## src/rtl/icache_pkg.sv

```systemverilog
// Shared definitions for the instruction-cache refill path: Wishbone burst
// encodings and the line-fill state encoding.
package icache_pkg;

   localparam logic [2:0] CTI_INC     = 3'b010;
   localparam logic [2:0] CTI_END     = 3'b111;
   localparam logic [2:0] CTI_CLASSIC = 3'b000;

   typedef enum logic [1:0] {
      ST_IDLE       = 2'd0,
      ST_BURST      = 2'd1,
      ST_RETRY_WAIT = 2'd2,
      ST_DONE       = 2'd3
   } fill_state_e;

   // Wrapping burst length code matching the cache line size.
   function automatic logic [1:0] bte_for(input int line_words);
      case (line_words)
         4:       bte_for = 2'b01;
         16:      bte_for = 2'b11;
         default: bte_for = 2'b10;
      endcase
   endfunction

endpackage

```

## src/rtl/icache_line_buf.sv

```systemverilog
// Line assembly buffer: one word written per beat at its line index,
// whole line visible on a flat bus with word 0 in the LSBs.
module icache_line_buf
   import icache_pkg::*;
#(
   parameter int LINE_WORDS = 8,
   parameter int DATA_W     = 32,
   parameter int IDX_W      = $clog2(LINE_WORDS)
) (
   input  logic                         clk,
   input  logic                         rst_n,
   input  logic                         we,
   input  logic [IDX_W-1:0]             widx,
   input  logic [DATA_W-1:0]            wdata,
   output logic [LINE_WORDS*DATA_W-1:0] rdata
);

   logic [LINE_WORDS-1:0][DATA_W-1:0] mem;

   always_ff @(posedge clk or negedge rst_n) begin
      if (!rst_n) begin
         mem <= '0;
      end else if (we) begin
         mem[widx] <= wdata;
      end
   end

   assign rdata = mem;

endmodule

```

## src/rtl/icache_line_fill.sv

```systemverilog
// Wishbone line refill engine: critical-word-first wrapping burst with early
// critical-word forwarding, bounded retry, error reporting and flush abort.
module icache_line_fill
   import icache_pkg::*;
#(
   parameter int ADDR_W     = 32,
   parameter int DATA_W     = 32,
   parameter int LINE_WORDS = 8,
   parameter int MAX_RETRY  = 3
) (
   input  logic                         clk,
   input  logic                         rst_n,
   input  logic                         req_valid,
   input  logic [ADDR_W-1:0]            req_addr,
   output logic                         req_ready,
   input  logic                         flush,
   output logic                         crit_valid,
   output logic [DATA_W-1:0]            crit_data,
   output logic                         line_valid,
   output logic                         line_err,
   output logic [ADDR_W-1:0]            line_addr,
   output logic [LINE_WORDS*DATA_W-1:0] line_data,
   output logic                         busy,
   input  logic                         wb_ack_i,
   input  logic                         wb_err_i,
   input  logic                         wb_rty_i,
   input  logic [DATA_W-1:0]            wb_dat_i,
   output logic                         wb_cyc_o,
   output logic                         wb_stb_o,
   output logic                         wb_we_o,
   output logic [ADDR_W-1:0]            wb_adr_o,
   output logic [3:0]                   wb_sel_o,
   output logic [DATA_W-1:0]            wb_dat_o,
   output logic [2:0]                   wb_cti_o,
   output logic [1:0]                   wb_bte_o
);

   localparam int IDX_W = $clog2(LINE_WORDS);
   localparam int OFF_W = IDX_W + 2;
   localparam int RTY_W = $clog2(MAX_RETRY + 2);
   localparam logic [IDX_W-1:0] LAST_BEAT = IDX_W'(LINE_WORDS - 1);

   fill_state_e       state;
   logic [ADDR_W-1:0] base;
   logic [IDX_W-1:0]  idx;
   logic [IDX_W-1:0]  beat;
   logic [RTY_W-1:0]  rty_cnt;
   logic              err_q;
   logic              crit_q;
   logic              buf_we;
   logic              unused_addr_bits;

   assign unused_addr_bits = ^req_addr[1:0];

   // Request handshake: a request is taken on a cycle where req_valid and
   // req_ready are both high and flush is low; req_ready is high only in IDLE.
   always_ff @(posedge clk or negedge rst_n) begin
      if (!rst_n) begin
         state     <= ST_IDLE;
         base      <= '0;
         idx       <= '0;
         beat      <= '0;
         rty_cnt   <= '0;
         err_q     <= 1'b0;
         crit_q    <= 1'b0;
         crit_data <= '0;
      end else begin
         crit_q <= 1'b0;
         case (state)
            ST_IDLE: begin
               if (req_valid && !flush) begin
                  base    <= {req_addr[ADDR_W-1:OFF_W], {OFF_W{1'b0}}};
                  idx     <= req_addr[OFF_W-1:2];
                  beat    <= '0;
                  rty_cnt <= '0;
                  err_q   <= 1'b0;
                  state   <= ST_BURST;
               end
            end
            ST_BURST: begin
               // Only the highest-priority termination in a cycle takes effect.
               if (flush) begin
                  state <= ST_IDLE;
               end else if (wb_err_i) begin
                  err_q <= 1'b1;
                  state <= ST_DONE;
               end else if (wb_rty_i) begin
                  if (rty_cnt == RTY_W'(MAX_RETRY)) begin
                     err_q <= 1'b1;
                     state <= ST_DONE;
                  end else begin
                     rty_cnt <= rty_cnt + 1'b1;
                     state   <= ST_RETRY_WAIT;
                  end
               end else if (wb_ack_i) begin
                  idx     <= idx + 1'b1;
                  beat    <= beat + 1'b1;
                  rty_cnt <= '0;
                  if (beat == '0) begin
                     crit_q    <= 1'b1;
                     crit_data <= wb_dat_i;
                  end
                  if (beat == LAST_BEAT) begin
                     state <= ST_DONE;
                  end
               end
            end
            ST_RETRY_WAIT: state <= flush ? ST_IDLE : ST_BURST;
            ST_DONE:       state <= ST_IDLE;
            default:       state <= ST_IDLE;
         endcase
      end
   end

   assign buf_we = (state == ST_BURST) && wb_ack_i && !wb_rty_i && !wb_err_i && !flush;

   icache_line_buf #(
      .LINE_WORDS (LINE_WORDS),
      .DATA_W     (DATA_W),
      .IDX_W      (IDX_W)
   ) u_line_buf (
      .clk   (clk),
      .rst_n (rst_n),
      .we    (buf_we),
      .widx  (idx),
      .wdata (wb_dat_i),
      .rdata (line_data)
   );

   assign req_ready = (state == ST_IDLE);
   assign busy      = (state != ST_IDLE);
   assign wb_cyc_o  = (state == ST_BURST);
   assign wb_stb_o  = (state == ST_BURST);
   assign wb_we_o   = 1'b0;
   assign wb_sel_o  = 4'hf;
   assign wb_dat_o  = '0;
   assign wb_adr_o  = base | {{(ADDR_W-OFF_W){1'b0}}, idx, 2'b00};
   assign wb_cti_o  = (state != ST_BURST) ? CTI_CLASSIC :
                      (beat == LAST_BEAT) ? CTI_END : CTI_INC;
   assign wb_bte_o  = bte_for(LINE_WORDS);

   // A flush in the pulse cycle cancels the pulse as well as the refill.
   assign crit_valid = crit_q && !flush;
   assign line_valid = (state == ST_DONE) && !flush;
   assign line_err   = line_valid && err_q;
   assign line_addr  = base;

endmodule

```

## config.mk

```make
export PLATFORM = sky130hd
export DESIGN_NAME = icache_line_fill
export DESIGN_NICKNAME = d
export VERILOG_FILES = /design/src/rtl/icache_pkg.sv /design/src/rtl/icache_line_buf.sv /design/src/rtl/icache_line_fill.sv
export SDC_FILE = /design/constraint.sdc
export NUM_CORES = 1
export LEC_CHECK = 0
export ABC_CLOCK_PERIOD_IN_PS = 3790
export BUFFER_PORTS_ARGS = -buffer_cell sky130_fd_sc_hd__buf_2
export CAP_MARGIN = 25
export CORE_AREA = 5 5 178 180
export CTS_CLUSTER_DIAMETER = 100
export DETAILED_ROUTE_END_ITERATION = 8
export DIE_AREA = 0 0 183 185
export PLACE_DENSITY = 0.77
export SLEW_MARGIN = 20
export SYNTH_ARGS = -nofsm -noshare
export SYNTH_HDL_FRONTEND = slang
export SYNTH_SLANG_ARGS = --single-unit
```

## constraint.sdc

```tcl
create_clock -name clk -period 3.79 [get_ports clk]
set_input_delay 0.5685 -clock clk [delete_from_list [all_inputs] [get_ports clk]]
set_output_delay 0.5685 -clock clk [all_outputs]
set_load 0.03 [all_outputs]
```

==> results_dict.tcl <==
set metrics [dict create \
    powerDensity_mw_per_mm2 606 \
    syn_to_final_growth_pct 25.8 \
    synthDistinctLibCells 42 \
    ys_seq_area_frac 0.617 \
    drv_cap 0 \
    cellLeakagePower_uw 0.00971 \
    post-route-period-util 0.731 \
    crit_type "flop to flop" \
    via_per_inst 5.00 \
    cts_buffers 35 \
    max_slew_margin 0.410 \
    drive_gt1_frac 0.599 \
    start_util 0.443 \
    die_w_um 183 \
    drc 0 \
    multi_input_area_mm2 0.00448 \
    wl_met2_um 17800 \
    place_area_mm2 0.0156 \
    cts_tree "built" \
    async_flop_share 1.00 \
    antennaDiodeCount 0 \
    wl_met3_um 3090 \
    hold_path_class "input port to async pin" \
    fin_skew_ns 0.0180 \
    status "completed" \
    ys_ff_latch 328 \
    top_layer "met4" \
    finalHoldViolations 0 \
    drv_slew 0 \
    grt_pass1_vias 9104 \
    grt_pass1_wl_um 54300 \
    wl_met1_um 13900 \
    syn_area_mm2 0.0133 \
    htree_levels 2 \
    ant_nets 0 \
    yosys.area.top_type "dfrtp_1" \
    synth-warning-count 0 \
    regArea_mm2 0.00821 \
    layout_common_cells "buf_2 (422), dfrtp_1 (328), mux2_2 (222)" \
    die_area_mm2 0.0339 \
    dr_total_vias 8584 \
    antenna_found_initial 0 \
    synth_xor_area_frac 0 \
    clock_latency_ns 0.51 \
    core_mm2 0.0300 \
    syn_area_per_cell_um2 15.0 \
    synth_area_leaders "dfrtp_1 (62%), mux2_2 (19%), mux2_4 (6.8%)" \
    boundaryPins 472 \
    startpoint_type "flop" \
    hold_ws_ns 0.0581 \
    synth_edf_count 0 \
    syn_inst 888 \
    cts_setup_buffers 0 \
    wl_um 36000 \
    place.port_buffers 423 \
    crit_arrival_ns 3.15 \
    final_common_cell "buf_2" \
    rows 64 \
    synth_top_area_share 0.617 \
    worst_slew_pin_slew_ns 0.882 \
    gp_congestion 0.793 \
    postLayoutCellArea_mm2 0.0168 \
    synth_top_family_by_area "multiplexers" \
    synth_compound_area_frac 0.00930 \
    grt_overflow 0 \
    cts.reportedPaths.clkPinSlew_ns 0.06 \
    max_freq_mhz 361 \
    fillers 2462 \
    clock_path_buffers 3 \
    cp-end-kind "flop" \
    clock-sinks 328 \
    min_period_ns 2.77 \
    rsz0062_at_grt "false" \
    fin_nets 1374 \
    post_drt_wl_per_cell_um 21.0 \
    crit_fanout 21 \
    grt_use_total 0.206 \
    dr.pass1.iters 4 \
    synthMuxAreaShare 0.262 \
    synthSimpleGateAreaFrac 0.0441 \
    hpwl_um 25000 \
    drtIter0Drc 332 \
    crit_required_ns 4.17 \
    die_h_um 185 \
    setup_viol 0 \
    synth_top_flop_cell "dfrtp_1" \
    setup_tns_ns 0 \
    cts_resized 0 \
    grt_max_degree 103 \
    hold_buffers 0 \
    peakVddDrop_uv 499 \
    synth_adder_area_share 0.00564 \
    clock-root-buffer "clkbuf_16" \
]
==> worst paths after layout <==
| check | startpoint | end | slack, ns | cells past startpoint |
|---|---|---|---|---|
| setup / recovery | state[1]$_DFFE_PN0P_ | u_line_buf.rdata[113]$_DFFE_PN0P_ | 1.02 | 4 |
| hold / removal | rst_n | u_line_buf.rdata[196]$_DFFE_PN0P_ | 0.06 | 1 |
| setup reg to reg | state[1]$_DFFE_PN0P_ | u_line_buf.rdata[113]$_DFFE_PN0P_ | 1.02 | 4 |
| hold reg to reg | u_line_buf.rdata[28]$_DFFE_PN0P_ | u_line_buf.rdata[28]$_DFFE_PN0P_ | 0.48 | 1 |
| max in group asynchronous | rst_n | line_addr[12]$_DFFE_PN0P_ | 2.70 | 2 |
| min in group clk | req_addr[28] | line_addr[28]$_DFFE_PN0P_ | 0.27 | 3 |
==> per-stage QoR <==
stage               setup slack [ns]  power (uW)  instances  utilization
detailed placement             0.743        6720       1656        0.518
global placement               0.753        6650       1656        0.518
finish                          1.02       10100       1718        0.558
CTS                             1.00       10200       1718        0.558
global route                   0.942       10600       1718        0.558
floorplan                       1.35        5940        932            -
==> synth_stat cells (2+ instances only) <==
master    instances
dfrtp_1         328
mux2_2          222
nand2_1          85
buf_4            76
mux2_4           60
clkbuf_1         19
buf_2            15
buf_6             7
inv_1             7
mux2_1            7
ha_1              6
nor2_1            6
nor2b_1           4
nand3_1           3
o31ai_1           3
a221o_1           2
a311oi_1          2
and2_1            2
and3_1            2
and4_1            2
conb_1            2
nand2b_1          2
nand4_1           2
nor3_1            2
nor4_2            2
o21ai_0           2
o311ai_0          2
or4_1             2
==> cell families (layout without fill, tap and decap cells) <==
kind of cell / Yosys count / after routing
buffers and inverters: 124 / 514
and+or+nand+nor: 122 / 122
muxes: 290 / 290
AOI/OAI and AO/OA: 16 / 16
adders and majority gates: 6 / 6
DFF: 328 / 328
other: 2 / 46
==> area by class of cell <==
type,count,share of cell area
clock buffers,53,0.0623
clock inverters,9,0.00889
inverters,7,0.00157
multi-input cells,480,0.267
flip-flops and latches,328,0.490
well taps,396,0.0296
repair buffers,445,0.141
==> per-layer routing <==
metal	global-route usage	up-vias
met4	0.0727	0
met5	0	-
met2	0.354	381
li1	-	3765
met1	0.245	4348
met3	0.0646	90
==> worst max-delay path, stage by stage (launching register included) <==
cell and delay, ns:
dfrtp_1 0.49, or4b_4 0.60, or4_2 0.93, buf_12 0.31
mux2_4 0.31
==> report_power, final <==
| group | internal (uW) | leakage (uW) | switching [uW] |
|---|---|---|---|
| Clock | 2170 | 0.000589 | 1340 |
| Sequential | 3960 | 0.00445 | 264 |
| Combinational | 731 | 0.00467 | 1690 |
==> sequential cells by signal (all words and copies together), names as in the netlist <==
signal            cells
err_q                 1
rty_cnt               3
idx                   3
crit_data            32
beat                  3
u_line_buf.rdata    256
line_addr            27
crit_q                1
state                 2
(Power assumes the default switching activity.)
